==> src/rtl/cmd_fifo_fwft.sv <==
// Synchronous command FIFO with selectable registered or first-word-fall-through read port,
// almost-full/empty flags, flush, sticky overflow/underflow flags and traffic counters.
module cmd_fifo_fwft #(
  parameter int DATA_WIDTH    = 32,
  parameter int DEPTH         = 64,
  parameter bit FWFT          = 1'b0,
  parameter int AFULL_THRESH  = 48,
  parameter int AEMPTY_THRESH = 2
) (
  input  logic                    i_clk,
  input  logic                    i_reset_n,
  input  logic                    i_flush,
  input  logic [DATA_WIDTH-1:0]   i_wr_data,
  input  logic                    i_wr_en,
  output logic                    o_full,
  output logic                    o_afull,
  input  logic                    i_rd_en,
  output logic [DATA_WIDTH-1:0]   o_rd_data,
  output logic                    o_rd_valid,
  output logic                    o_empty,
  output logic                    o_aempty,
  output logic [$clog2(DEPTH):0]  o_count,
  output logic                    o_overflow,
  output logic                    o_underflow,
  input  logic                    i_err_clr,
  output logic [15:0]             o_total_writes,
  output logic [15:0]             o_total_reads
);

  localparam int AW = $clog2(DEPTH);
  localparam int CW = AW + 1;
  localparam logic [CW-1:0] DEPTH_C  = CW'(DEPTH);
  localparam logic [CW-1:0] AFULL_C  = CW'(AFULL_THRESH);
  localparam logic [CW-1:0] AEMPTY_C = CW'(AEMPTY_THRESH);
  localparam logic [CW-1:0] CNT_ZERO = {CW{1'b0}};
  localparam logic [AW-1:0] PTR_ZERO = {AW{1'b0}};
  localparam logic [AW-1:0] PTR_ONE  = AW'(1);

  logic [DATA_WIDTH-1:0] mem_r [DEPTH];
  logic [AW-1:0]         wr_ptr_r;
  logic [AW-1:0]         rd_ptr_r;
  logic [CW-1:0]         count_r;
  logic [CW-1:0]         ram_cnt_r;
  logic                  empty_r;
  logic                  full_r;
  logic                  afull_r;
  logic                  aempty_r;
  logic                  rd_valid_r;
  logic [DATA_WIDTH-1:0] rd_data_r;
  logic                  overflow_r;
  logic                  underflow_r;
  logic [15:0]           total_wr_r;
  logic [15:0]           total_rd_r;

  logic                  wr_go_s;
  logic                  rd_go_s;
  logic                  pop_go_s;
  logic                  ovf_set_s;
  logic                  unf_set_s;
  logic [CW-1:0]         count_nxt_s;
  logic [CW-1:0]         ram_cnt_nxt_s;
  logic                  empty_nxt_s;

  // Accept/pop decisions and next-state occupancy; in FWFT mode the RAM refills the head register
  always_comb begin
    wr_go_s       = 1'b0;
    rd_go_s       = 1'b0;
    pop_go_s      = 1'b0;
    ovf_set_s     = 1'b0;
    unf_set_s     = 1'b0;
    count_nxt_s   = count_r;
    ram_cnt_nxt_s = ram_cnt_r;
    empty_nxt_s   = empty_r;
    if (i_flush) begin
      count_nxt_s   = CNT_ZERO;
      ram_cnt_nxt_s = CNT_ZERO;
      empty_nxt_s   = 1'b1;
    end else begin
      wr_go_s   = i_wr_en && !full_r;
      rd_go_s   = i_rd_en && !empty_r;
      ovf_set_s = i_wr_en && full_r;
      unf_set_s = i_rd_en && empty_r;
      if (FWFT) begin
        pop_go_s = (ram_cnt_r != CNT_ZERO) && (empty_r || rd_go_s);
      end else begin
        pop_go_s = rd_go_s;
      end
      count_nxt_s   = count_r + CW'(wr_go_s) - CW'(rd_go_s);
      ram_cnt_nxt_s = ram_cnt_r + CW'(wr_go_s) - CW'(pop_go_s);
      if (FWFT) begin
        empty_nxt_s = !(pop_go_s || (!empty_r && !rd_go_s));
      end else begin
        empty_nxt_s = (count_nxt_s == CNT_ZERO);
      end
    end
  end

  // Storage array: single write port, no reset so it maps onto block RAM
  always_ff @(posedge i_clk) begin
    if (wr_go_s) begin
      mem_r[wr_ptr_r] <= i_wr_data;
    end
  end

  // Pointers, occupancy, flags, read/head register, sticky errors and totals
  always_ff @(posedge i_clk) begin
    if (!i_reset_n) begin
      wr_ptr_r    <= PTR_ZERO;
      rd_ptr_r    <= PTR_ZERO;
      count_r     <= CNT_ZERO;
      ram_cnt_r   <= CNT_ZERO;
      empty_r     <= 1'b1;
      full_r      <= 1'b0;
      afull_r     <= 1'b0;
      aempty_r    <= 1'b1;
      rd_valid_r  <= 1'b0;
      rd_data_r   <= {DATA_WIDTH{1'b0}};
      overflow_r  <= 1'b0;
      underflow_r <= 1'b0;
      total_wr_r  <= 16'd0;
      total_rd_r  <= 16'd0;
    end else begin
      count_r   <= count_nxt_s;
      ram_cnt_r <= ram_cnt_nxt_s;
      empty_r   <= empty_nxt_s;
      full_r    <= (count_nxt_s == DEPTH_C);
      afull_r   <= (count_nxt_s >= AFULL_C);
      aempty_r  <= (count_nxt_s <= AEMPTY_C);
      if (FWFT) begin
        rd_valid_r <= !empty_nxt_s;
      end else begin
        rd_valid_r <= rd_go_s;
      end
      if (i_flush) begin
        wr_ptr_r <= PTR_ZERO;
        rd_ptr_r <= PTR_ZERO;
      end else begin
        if (wr_go_s) begin
          wr_ptr_r <= wr_ptr_r + PTR_ONE;
        end
        if (pop_go_s) begin
          rd_ptr_r <= rd_ptr_r + PTR_ONE;
        end
      end
      if (pop_go_s) begin
        rd_data_r <= mem_r[rd_ptr_r];
      end
      // A new error event in the clear cycle keeps the flag set
      overflow_r  <= ovf_set_s || (overflow_r && !i_err_clr);
      underflow_r <= unf_set_s || (underflow_r && !i_err_clr);
      if (wr_go_s) begin
        total_wr_r <= total_wr_r + 16'd1;
      end
      if (rd_go_s) begin
        total_rd_r <= total_rd_r + 16'd1;
      end
    end
  end

  assign o_full         = full_r;
  assign o_afull        = afull_r;
  assign o_empty        = empty_r;
  assign o_aempty       = aempty_r;
  assign o_count        = count_r;
  assign o_rd_data      = rd_data_r;
  assign o_rd_valid     = rd_valid_r;
  assign o_overflow     = overflow_r;
  assign o_underflow    = underflow_r;
  assign o_total_writes = total_wr_r;
  assign o_total_reads  = total_rd_r;

`ifdef SIM
  cmd_fifo_fwft_chk u_chk (
    .i_clk       (i_clk),
    .i_reset_n   (i_reset_n),
    .i_flush     (i_flush),
    .i_wr_en     (i_wr_en),
    .i_rd_en     (i_rd_en),
    .i_full      (full_r),
    .i_empty     (empty_r),
    .i_overflow  (overflow_r),
    .i_underflow (underflow_r)
  );
`endif

endmodule

`ifdef SIM
// Simulation-only checker for the sticky error flags.
module cmd_fifo_fwft_chk (
  input logic i_clk,
  input logic i_reset_n,
  input logic i_flush,
  input logic i_wr_en,
  input logic i_rd_en,
  input logic i_full,
  input logic i_empty,
  input logic i_overflow,
  input logic i_underflow
);
  ovf_a: assert property (@(posedge i_clk) disable iff (!i_reset_n)
                          (i_wr_en && i_full && !i_flush) |=> i_overflow);
  unf_a: assert property (@(posedge i_clk) disable iff (!i_reset_n)
                          (i_rd_en && i_empty && !i_flush) |=> i_underflow);
endmodule
`endif

==> config.mk <==
export PLATFORM = sky130hd
export DESIGN_NAME = cmd_fifo_fwft
export DESIGN_NICKNAME = d
export VERILOG_FILES = /design/src/rtl/cmd_fifo_fwft.sv
export SDC_FILE = /design/constraint.sdc
export NUM_CORES = 2
export LEC_CHECK = 0
export CAP_MARGIN = 20
export CORE_ASPECT_RATIO = 0.75
export CORE_UTILIZATION = 55
export CTS_CLUSTER_DIAMETER = 30
export DETAILED_ROUTE_END_ITERATION = 12
export HOLD_SLACK_MARGIN = 0.08
export PLACE_DENSITY = 0.7
export SETUP_SLACK_MARGIN = 0.1
export SLEW_MARGIN = 20
export SYNTH_ARGS = -nofsm -noshare
export SYNTH_HDL_FRONTEND = slang
export SYNTH_HIERARCHICAL = 1
export SYNTH_SLANG_ARGS = --single-unit
==> constraint.sdc <==
create_clock -name i_clk -period 6.23 [get_ports i_clk]
set_clock_uncertainty 0.15 [all_clocks]
set_input_delay 0.9345 -clock i_clk [delete_from_list [all_inputs] [get_ports i_clk]]
set_output_delay 0.9345 -clock i_clk [all_outputs]
set_load 0.02 [all_outputs]
# --- Word-level counts from Yosys, hierarchy flattened ---
# Memory sizes are Yosys's and may differ from the RTL's. A register that Yosys moved wholly into a read port is not among the register bits.
# Index checks and enable logic that the tools add are counted.
word_totals:
  reg_bits: 58
  word_cells: 44
  ramBits: 2048
  n_memories: 1
  out_inout_bits: 78
memory_table:
  columns: ["name", "words", "width", "rd", "rd_ports_with_merged_regs", "write_ports", "line_no", "rtl"]
  rows:
  - ["mem_r", 64, 32, 1, 1, 1, "39", "logic [DATA_WIDTH-1:0] mem_r [DEPTH];"]
op_classes:
  reduce_logical: 14
  n_addsub: 6
  bitwise_logic: 1
  order_cmp: 2
  n_mux: 7
  n_eq_ne: 1
ops:
  columns: ["cell", "n"]
  rows:
  - ["$add 16x1->16 const B", 2]
  - ["$add 6x1->6 const B", 2]
  - ["$add 7x1->7", 1]
  - ["$eq 7x7->1 const B", 1]
  - ["$ge 7x6->1 const B", 1]
  - ["$le 7x2->1 const B", 1]
  - ["$logic_not 7->1", 1]
  - ["$mux 7", 1]
  - ["$sub 7x1->7", 1]
  - ["$logic_and 1x1->1", 6]
  - ["$mux 1", 6]
  - ["$logic_not 1->1", 4]
  - ["$logic_or 1x1->1", 2]
  - ["$reduce_or 2->1", 1]
  - ["$not 1->1", 1]

# --- Logic depth before layout (Yosys ltp) ---
logic_depth:
  ltp_word: 6
  mapped_depth: 12
  mapped_depth_nobuf: 12

# --- Least setup slack after synthesis ---
# Ideal clock, no wire load.
synth_timing:
  path_type: "input -> register"
  start: "in i_flush"
  end: "mem mem_r[63][0], enable pin"
  path_slack_ns: 2.416
  t_arrival_ns: 3.243
  setup_ns: 0.421
  stages: 5
  path_buffers: 1
  path_cell_list: "nor3b_2 and2_1 nand3_1 clkbuf_1 nor2_1"
synth_between:
  elab_chain_len: 3
synth_lines:
  columns: ["element", "line_no", "rtl"]
  rows:
  - ["start: declaration", "12", "input logic i_flush,"]
  - ["$mux 1", "74", "if (i_flush) begin"]
  - ["$mux 1", "100", "if (wr_go_s) begin"]
  - ["$mux 1 (not written as such)", "101", "mem_r[wr_ptr_r] <= i_wr_data;"]
  - ["end: declaration", "39", null]
# No other way between the ends.

==> reports/qor.txt <==
Outcome -> complete, no violations
Top FF cell, synth -> edfxtp_1
Final setup violation count -> 0
Count of state elements after synthesis -> 2138
CP max-delay cell -> dfxtp_4
Die Span Y -> 337 um
Area contributors post-synth -> edfxtp_1 (75%), mux4_2 (13%), mux2i_1 (2.6%), dfxtp_1 (2.2%), nor2_1 (0.61%)
WP data arrival -> 4.54 ns
Wire length per cell -> 32.7 um
Core area -> 148000 um^2
Max Root-Sink Buffers -> 4
Most instantiated cells after synthesis -> edfxtp_1 (2048), mux4_2 (463), mux2i_1 (217)
Port bufs -> 115
Top cell type's share of synthesized area -> 0.749
Yosys top cell by area -> edfxtp_1
Die area -> 151000 um^2
Initial antenna violation count -> 10
Synth unique cells -> 65
Final Hold Violating Endpoints -> 0
Sink Count -> 2138
Detailed Routing Iterations Pass 1 -> 6
Final GP Congestion -> 0.905
Max VDD drop -> 0.379 mV
Largest fanout on the critical path -> 48
Syn_area_per_cell -> 21.3 um^2
Die W -> 448 um
GRT Residual Overflow -> 0
Critical path type -> flop to flop
Final non-filler cell total -> 6474
Vias per inst -> 6.46
Overall routing resource usage -> 0.284
Number of synthesized flops with an enable pin -> 2048
Setup TNS -> 0 ns
Total Nets Final -> 4292
Slew headroom -> 0.190
Worst Tran Pin Value -> 1.21 ns
Met3 WL -> 28600 um
FFs w/ async S/R, synth -> 0
MaxCap Viol Count -> 0
Critical Path RT -> 6.85 ns
Syn nets -> 3895
Met1 wire length -> 81900 um
Vias in the first global route -> 41.3k
Final wirelength -> 211000 um
Clk root buf -> clkbuf_16
Critical path startpoint category -> flop
Power, Total -> 34600 uW
RSZ-0062 raised after global routing -> false
Fin. max-slew vios -> 0
Syn Inst Count -> 3845
Share of cells above drive strength 1 -> 0.288
# DRC -> 0
Vias -> 41.8k
Hold_buf cts -> 0
Buffers inserted by post-CTS timing repair -> 0
CTS tree -> yes
Top-count cell post-synth -> edfxtp_1
Warnings, synthesis -> 6
Sequential area share after synthesis -> 0.771
Period Utilization, post-route -> 0.629
Power Dens Cells -> 355 nW/um^2
Cell Area, Synth -> 82100 um^2
DP HPWL -> 124000 um
DR WL met2 -> 95200 um
Min Tclk post-route -> 3.92 ns
P_leak -> 0.0301 uW
Area growth from synthesis to layout -> 18.6%
Row count -> 122
Worst setup EP type -> flop
First-pass GRT wire length -> 301000 um
CP Cell Sequence -> buf_12, buf_4, mux4_2, o22ai_1, a211oi_1, a221o_1
CP max stage delay -> 0.84 ns
Initial core utilization -> 0.555
F_max -> 0.255 GHz
Largest net degree at the start of global routing -> 101
Worst min-delay path class -> primary input to flop
IO Pins -> 116
Clock latency at the later pin of the worst-skew pair -> 0.92 ns
H-tree depth -> 5
CTS Buf Count -> 327
Routed Antenna Nets -> 0
Placed Cells incl. Taps -> 5891
Highest routed layer -> met5
Worst-path clk slew -> 0.05 ns
Resize count post-CTS -> 0
First-iteration detailed-routing DRC count -> 6098
area by class of cell:
| type | count | area [um^2] |
|---|---|---|
| sequential | 2138 | 63300 |
| fill | 9423 | 50500 |
| multi-input combinational | 1485 | 18100 |
| clock buffer | 349 | 8380 |
| timing repair buffer | 271 | 2500 |
| tap | 1984 | 2480 |
| clock inverter | 227 | 2430 |
| inverter | 19 | 71.3 |
| antenna | 1 | 2.50 |
worst max-delay path, delay by kind of cell (launching register included):
kind / cells / cell delay, ns
flip-flops: 1 / 0.84
multiplexers: 1 / 0.59
AO/OA/AOI/OAI: 3 / 1.34
buffers and inverters: 2 / 0.83
worst paths after layout:
check	start	cells after the start	end	slack (ns)
setup / recovery	rd_ptr_r[0]$_SDFFE_PP0P_	6	o_rd_data[30]$_SDFFE_PN0P_	2.31
hold / removal	i_wr_data[5]	1	mem_r[47][5]$_DFFE_PP_	0.14
setup reg to reg	rd_ptr_r[0]$_SDFFE_PP0P_	6	o_rd_data[30]$_SDFFE_PN0P_	2.31
hold reg to reg	o_rd_data[19]$_SDFFE_PN0P_	2	o_rd_data[19]$_SDFFE_PN0P_	0.34
cells in the final DEF, fill, tap and decap left out, types with 13 or more instances in the layout:
cell type / n
nor2_1: 68
o21ai_0: 40
nor2b_1: 19
nand2_1: 113
and2_1: 37
buf_4: 130
a31oi_1: 20
bufinv_16: 34
o22ai_1: 36
nor2_4: 65
clkdlybuf4s50_1: 83
buf_12: 24
clkinvlp_4: 47
xnor2_1: 22
mux4_2: 463
o221ai_1: 22
nand3_1: 40
clkbuf_16: 331
a21oi_1: 29
nor3_1: 19
dfxtp_1: 85
a211oi_1: 25
mux2i_1: 217
buf_2: 32
mux2_2: 24
inv_8: 13
clkinv_4: 29
edfxtp_1: 2048
inv_1: 18
clkinv_2: 35
inv_6: 36
clkinv_1: 29
a22oi_1: 36
xor2_1: 15
clkbuf_1: 15
metrics by stage:
| stage | hold slack (ns) | setup WS [ns] | area [um^2] | util |
|---|---|---|---|---|
| 3_5_place_dp | 0.319 | 1.66 | 86400 | 0.584 |
| 6_report | 0.136 | 2.31 | 97300 | 0.658 |
| 2_1_floorplan | 0.344 | 2.42 | 82100 | - |
| 4_1_cts | 0.0873 | 2.43 | 97200 | 0.658 |
| 3_3_place_gp | 0.312 | 1.68 | 86200 | 0.584 |
| 5_1_grt | 0.126 | 2.26 | 97300 | 0.658 |
cells by family (layout without fill, tap and decap cells):
kind of cell | after synthesis | count (layout) | synth area share
xor gates and xnor gates | 37 | 37 | 0.00395
AOI/OAI and AO/OA | 311 | 311 | 0.0276
other | 0 | 1 | 0
muxes | 704 | 704 | 0.157
adders and majority gates | 12 | 12 | 0.00192
buffers and inverters | 222 | 866 | 0.0143
DFF | 2138 | 2138 | 0.771
and+or+nand+nor | 421 | 421 | 0.0241
power breakdown:
| part | leakage [uW] | internal [uW] | total (uW) | switching [uW] |
|---|---|---|---|---|
| Combinational | 0.00576 | 271 | 823 | 552 |
| Clock | 0.00517 | 11300 | 17900 | 6650 |
| Sequential | 0.0191 | 15800 | 15800 | 32.0 |
| Total | 0.0301 | 27300 | 34600 | 7240 |
flip-flops by register name, indices dropped and copies added, names as in the netlist:
register,cells
o_overflow,1
rd_ptr_r,6
o_rd_data,32
o_empty,1
o_total_writes,16
mem_r,2048
wr_ptr_r,6
o_afull,1
o_underflow,1
o_count,7
o_rd_valid,1
o_full,1
o_aempty,1
o_total_reads,16
layer usage:
layer | GRT usage | vias to the layer above
li1 | - | 17000
met1 | 0.402 | 21800
met2 | 0.410 | 2574
met3 | 0.111 | 376
met4 | 0.0867 | 6
met5 | 0.00794 | -
Power figures use the tool's default switching activity.
